## src/rtl/regfile_wb_arbiter.sv

```systemverilog
// rtl/regfile_wb_arbiter.sv - round-robin writeback arbiter for the register file write port with pending-write scoreboard
module regfile_wb_arbiter #(
    parameter int NUM_REQ = 3,
    parameter int DATA_W  = 64,
    parameter int ADDR_W  = 5
) (
    input  logic                      clk,
    input  logic                      rst_n,
    input  logic [NUM_REQ-1:0]        req_valid,
    input  logic [NUM_REQ*ADDR_W-1:0] req_rd,
    input  logic [NUM_REQ*DATA_W-1:0] req_data,
    output logic [NUM_REQ-1:0]        req_ready,
    output logic                      rf_we,
    output logic [ADDR_W-1:0]         rf_rd,
    output logic [DATA_W-1:0]         rf_wdata,
    input  logic                      sb_set_valid,
    input  logic [ADDR_W-1:0]         sb_set_rd,
    input  logic [ADDR_W-1:0]         rs1,
    input  logic [ADDR_W-1:0]         rs2,
    output logic                      rs1_busy,
    output logic                      rs2_busy,
    output logic                      sb_err
);

    localparam int PTR_W    = (NUM_REQ > 1) ? $clog2(NUM_REQ) : 1;
    localparam int NUM_REGS = 1 << ADDR_W;

    logic [PTR_W-1:0]    ptr;
    logic [PTR_W:0]      scan_sum;
    logic [PTR_W-1:0]    scan_idx;
    logic [PTR_W-1:0]    gnt_idx;
    logic                gnt_any;
    logic [ADDR_W-1:0]   gnt_rd;
    logic [DATA_W-1:0]   gnt_data;
    logic                gnt_write;

    logic [NUM_REGS-1:0] sb;
    logic [NUM_REGS-1:0] sb_next;
    logic                set_en;
    logic                clr_hit;

    // Round-robin scan: first valid requester at or after ptr, wrapping modulo NUM_REQ
    always_comb begin
        scan_sum = '0;
        scan_idx = '0;
        gnt_idx  = '0;
        gnt_any  = 1'b0;
        for (int k = 0; k < NUM_REQ; k++) begin
            scan_sum = {1'b0, ptr} + (PTR_W+1)'(k);
            if (scan_sum >= (PTR_W+1)'(NUM_REQ)) begin
                scan_sum = scan_sum - (PTR_W+1)'(NUM_REQ);
            end
            scan_idx = scan_sum[PTR_W-1:0];
            if (!gnt_any && req_valid[scan_idx]) begin
                gnt_any = 1'b1;
                gnt_idx = scan_idx;
            end
        end
    end

    // One-hot ready and selection of the winner's index and data slices
    always_comb begin
        req_ready = '0;
        gnt_rd    = '0;
        gnt_data  = '0;
        for (int i = 0; i < NUM_REQ; i++) begin
            if (gnt_any && (gnt_idx == PTR_W'(i))) begin
                req_ready[i] = 1'b1;
                gnt_rd       = req_rd[i*ADDR_W +: ADDR_W];
                gnt_data     = req_data[i*DATA_W +: DATA_W];
            end
        end
    end

    // Writes to x0 are consumed but never reach the register file
    assign gnt_write = gnt_any && (gnt_rd != '0);

    // Pointer moves just past the requester that completed a handshake
    always_ff @(posedge clk or negedge rst_n) begin
        if (!rst_n) begin
            ptr <= '0;
        end else if (gnt_any) begin
            ptr <= (gnt_idx == PTR_W'(NUM_REQ-1)) ? '0 : gnt_idx + 1'b1;
        end
    end

    // Commit register: one rf_we pulse the cycle after each non-x0 handshake
    always_ff @(posedge clk or negedge rst_n) begin
        if (!rst_n) begin
            rf_we    <= 1'b0;
            rf_rd    <= '0;
            rf_wdata <= '0;
        end else begin
            rf_we <= gnt_write;
            if (gnt_write) begin
                rf_rd    <= gnt_rd;
                rf_wdata <= gnt_data;
            end
        end
    end

    assign set_en  = sb_set_valid && (sb_set_rd != '0);
    assign clr_hit = rf_we && (rf_rd == sb_set_rd);

    // Scoreboard next state: commit clears, issue sets, set wins on collision, x0 never busy
    always_comb begin
        sb_next = sb;
        if (rf_we) begin
            sb_next[rf_rd] = 1'b0;
        end
        if (set_en) begin
            sb_next[sb_set_rd] = 1'b1;
        end
        sb_next[0] = 1'b0;
    end

    // Scoreboard state and sticky error for issuing onto a register still pending
    always_ff @(posedge clk or negedge rst_n) begin
        if (!rst_n) begin
            sb     <= '0;
            sb_err <= 1'b0;
        end else begin
            sb <= sb_next;
            if (set_en && sb[sb_set_rd] && !clr_hit) begin
                sb_err <= 1'b1;
            end
        end
    end

    assign rs1_busy = sb[rs1];
    assign rs2_busy = sb[rs2];

endmodule

```

## config.mk

```make
export PLATFORM = sky130hd
export DESIGN_NAME = regfile_wb_arbiter
export DESIGN_NICKNAME = d
export VERILOG_FILES = /design/src/rtl/regfile_wb_arbiter.sv
export SDC_FILE = /design/constraint.sdc
export NUM_CORES = 1
export LEC_CHECK = 0
export BUFFER_PORTS_ARGS = -buffer_cell sky130_fd_sc_hd__buf_2
export CAP_MARGIN = 40
export CORE_MARGIN = 1.5
export CORE_UTILIZATION = 47
export CTS_CLUSTER_SIZE = 14
export DETAILED_ROUTE_END_ITERATION = 7
export HOLD_SLACK_MARGIN = 0.03
export PLACE_DENSITY_LB_ADDON = 0.05
export SLEW_MARGIN = 20
export SYNTH_ARGS = -nofsm -noshare
export SYNTH_HDL_FRONTEND = slang
export SYNTH_SLANG_ARGS = --single-unit
```

## constraint.sdc

```tcl
create_clock -name clk -period 3.1 [get_ports clk]
set_input_delay 0.31 -clock clk [delete_from_list [all_inputs] [get_ports clk]]
set_output_delay 0.31 -clock clk [all_outputs]
set_load 0.01 [all_outputs]
```

==> results by group <==
Cells and area
  • Multi-input logic area: 0.00330 mm^2
  • Final nets: 1149
  • Finished Core Util: 0.639
  • Share of layout cells above drive strength 1: 0.438
  • N_diodes: 0
  • FF/Latch Area: 0.00260 mm^2
  • Area Growth Syn to Fin: 32.3%
  • Cell Count, Final, Fillers Out: 1099
  • Fillcell total: 1154

Worst setup path
  • Critical path arrival: 3.17 ns
  • Crit. End Element: flip-flop
  • R2R depth: 10
  • WP data required: roughly 3.3 ns
  • CP max FO: 13
  • Critical Path Source Type: flip-flop
  • Crit Path Category: flip-flop to flip-flop

CTS
  • TritonCTS clock tree: done
  • Clk root buf: clkbuf_16
  • Clock transition at the registers of the reported paths: 0.07 ns
  • Clock Path Buffers: 2
  • H-Tree Depth: 3
  • CTS sink count: 104
  • Skew-Pair Late Insertion Delay: 0.35 ns
  • Inserted Clock Buffers: 9

Die
  • Die area: 0.0143 mm^2
  • Starting Density: 0.483
  • Die width: 120 um
  • # IOs: 304
  • Cell row count: 42
  • Die Y: roughly 120 um
  • Core ar.: 0.0132 mm^2

Logic synthesis
  • Gate Count Post-Synth: 630
  • Post-synth EDFFs: 0
  • Post-synth top area cell: dfrtp_1
  • Register area share after synthesis: 0.407
  • YS warnings: 0
  • Cell with the most instances after synthesis: dfrtp_1
  • Post-synthesis cell type count: 56
  • Post-synth top area share: 0.407
  • Mapped cell area: 0.00640 mm^2
  • #FFs+latches synth: 104
  • Most used flip-flop cell after synthesis: dfrtp_1
  • Syn_nets: 861
  • Syn Area/Cell: approximately 10 um^2
  • Top cells by count, synth: dfrtp_1 (104), inv_1 (80), o22ai_1 (70)
  • Ys async rst share: 1.00
  • Largest cells by area after synthesis: dfrtp_1 (41%), mux4_2 (8.8%), mux2_4 (7.0%)

Power
  • Worst VDD drop: roughly 670 uV
  • Pwr Density: ~1100 mW/mm^2
  • Leakage: 4.15 nW

Global routing
  • First-pass GRT wire length: between 30000 and 40000 um
  • Global route overflow: 0
  • Initial antenna violation count: 0
  • Largest net degree at the start of global routing: 67
  • Vias in the first global route: 5990
  • Global-route usage over all layers: 0.287

Route
  • WL/cell: ~19 um
  • Vias: between 6000 and 7000
  • Routed wire length: 20500 um
  • DR pass1 iterations: 4
  • Antenna Violating Nets Remaining: 0
  • DRC viols: 0
  • DRT iter0 DRCs: 424
  • DR vias/cell: 5.61

Min path
  • Hold crit path type: input pin to flip-flop
  • Worst Hold Depth: 3

STA
  • Final setup viols: 0
  • Worst Skew: 0.00953 ns
  • Max Freq: 0.340 GHz
  • Slew Limit Fails: 0
  • Worst relative slew slack: 0.536
  • RSZ-0062 raised after global routing: no
  • Final Hold Violating Endpoints: 0
  • Worst slew pin tran: 0.695 ns
  • Post-route clock period utilization: 0.950
  • Min Clock Period, post-route: between 2 and 3 ns
  • Post-Route Setup TNS: 0 ns

Placed design
  • I/O Buffers: about 300
  • Gpl congestion: 0.921
  • Post-DP HPWL: 15700 um
  • Inst Count DP: 1076

Flow run
  • Max-cap violations: 0

Outcome
  • Outcome: complete, no violations
## registers in the layout, indices dropped and copies added (netlist names)
name and cells:
rf_we 1, rf_wdata 64, sb 31, rf_rd 5
ptr 2, sb_err 1
## critical path, cell delays in order (launching register included)
cell     delay (ns)
dfrtp_1        0.37
inv_1          0.08
ha_1           0.42
or3_1          0.35
o21a_1         0.12
nand2_2        0.15
inv_2          0.12
nor3_4         0.32
a211o_4        0.28
buf_4          0.26
mux2_1         0.35
## power breakdown
group | total [mW] | internal (mW) | leakage (nW) | switching (mW)
clock network | 1.29 | 0.787 | 0.162 | 0.498
registers | 2.63 | 2.09 | 1.18 | 0.534
logic | 5.48 | 2.71 | 2.81 | 2.78
## final timing paths
check / start / endpoint / slack [ns]
setup / recovery: ptr[0]$_DFFE_PN0P_ / rf_wdata[63]$_DFFE_PN0P_ / 0.15
hold / removal: req_rd[13] / rf_rd[3]$_DFFE_PN0P_ / 0.22
max in group asynchronous: rst_n / rf_wdata[53]$_DFFE_PN0P_ / 1.84
min in group asynchronous: rst_n / sb[1]$_DFF_PN0_ / 0.54
setup reg to reg: ptr[0]$_DFFE_PN0P_ / rf_wdata[63]$_DFFE_PN0P_ / 0.15
hold reg to reg: rf_wdata[10]$_DFFE_PN0P_ / rf_wdata[10]$_DFFE_PN0P_ / 0.48
## per-layer routing
metal,vias to the layer above,GRT usage,wire (um)
met4,0,0.0930,458
met3,29,0.0566,1430
met2,288,0.498,10400
li1,2894,-,-
met5,-,0,0
met1,2950,0.363,8210
## what timing repair did
item,in CTS,in global routing
hold endpoints to repair,12,0
setup buffers,0,6
resized for setup,0,0
endpoints found under the setup margin,0,51
hold buffers,1,0
## placed cells by master (no fill, tap or decap), types with 3 or more instances in the layout
cell | synthesis | routed
ha_1 | 3 | 3
buf_4 | 1 | 13
o22ai_1 | 70 | 70
nand2_1 | 17 | 17
nor3_1 | 3 | 3
xor2_1 | 4 | 4
clkbuf_16 | 0 | 9
bufinv_16 | 0 | 3
buf_2 | 5 | 302
nand3_1 | 14 | 14
or3_1 | 3 | 3
mux2_2 | 3 | 3
or3b_1 | 3 | 3
buf_12 | 0 | 4
nand3b_1 | 5 | 5
mux4_2 | 25 | 25
inv_1 | 80 | 80
dfrtp_1 | 104 | 104
mux2_4 | 30 | 30
o21ai_1 | 11 | 11
o21ai_0 | 57 | 57
a21oi_1 | 67 | 67
nor2_1 | 9 | 9
mux2_1 | 36 | 36
## stage by stage
step / hold slack, ns / total power [mW] / area [um^2] / setup WS (ns)
global route: 0.231 / 10.0 / 8470 / 0.00792
floorplan: 0.0144 / 6.29 / 6400 / 0.373
finish: 0.223 / 9.40 / 8470 / 0.155
CTS: 0.214 / 9.34 / 8420 / 0.0905
global placement: 0.388 / 7.84 / 8080 / 0.221
detailed placement: 0.392 / 8.00 / 8080 / 0.105
## cell families (layout without fill, tap and decap cells)
logic type      Yosys count  after routing  share of synthesized area
compound gates          231            231                      0.214
xor+xnor                  5              5                    0.00684
fa+ha+maj                 3              3                    0.00587
buf+inv                 125            418                     0.0796
flops                   104            104                      0.407
mux                      95             95                      0.229
simple gates             67             67                     0.0589
## cell type report
cell class	count	area share
Multi-Input combinational cell	401	0.390
Sequential cell	104	0.307
Timing Repair Buffer	320	0.201
Inverter	82	0.0364
Clock buffer	10	0.0270
Tap cell	176	0.0260
Clock inverter	6	0.0127
Note: power is estimated with default switching activity, not from simulation.
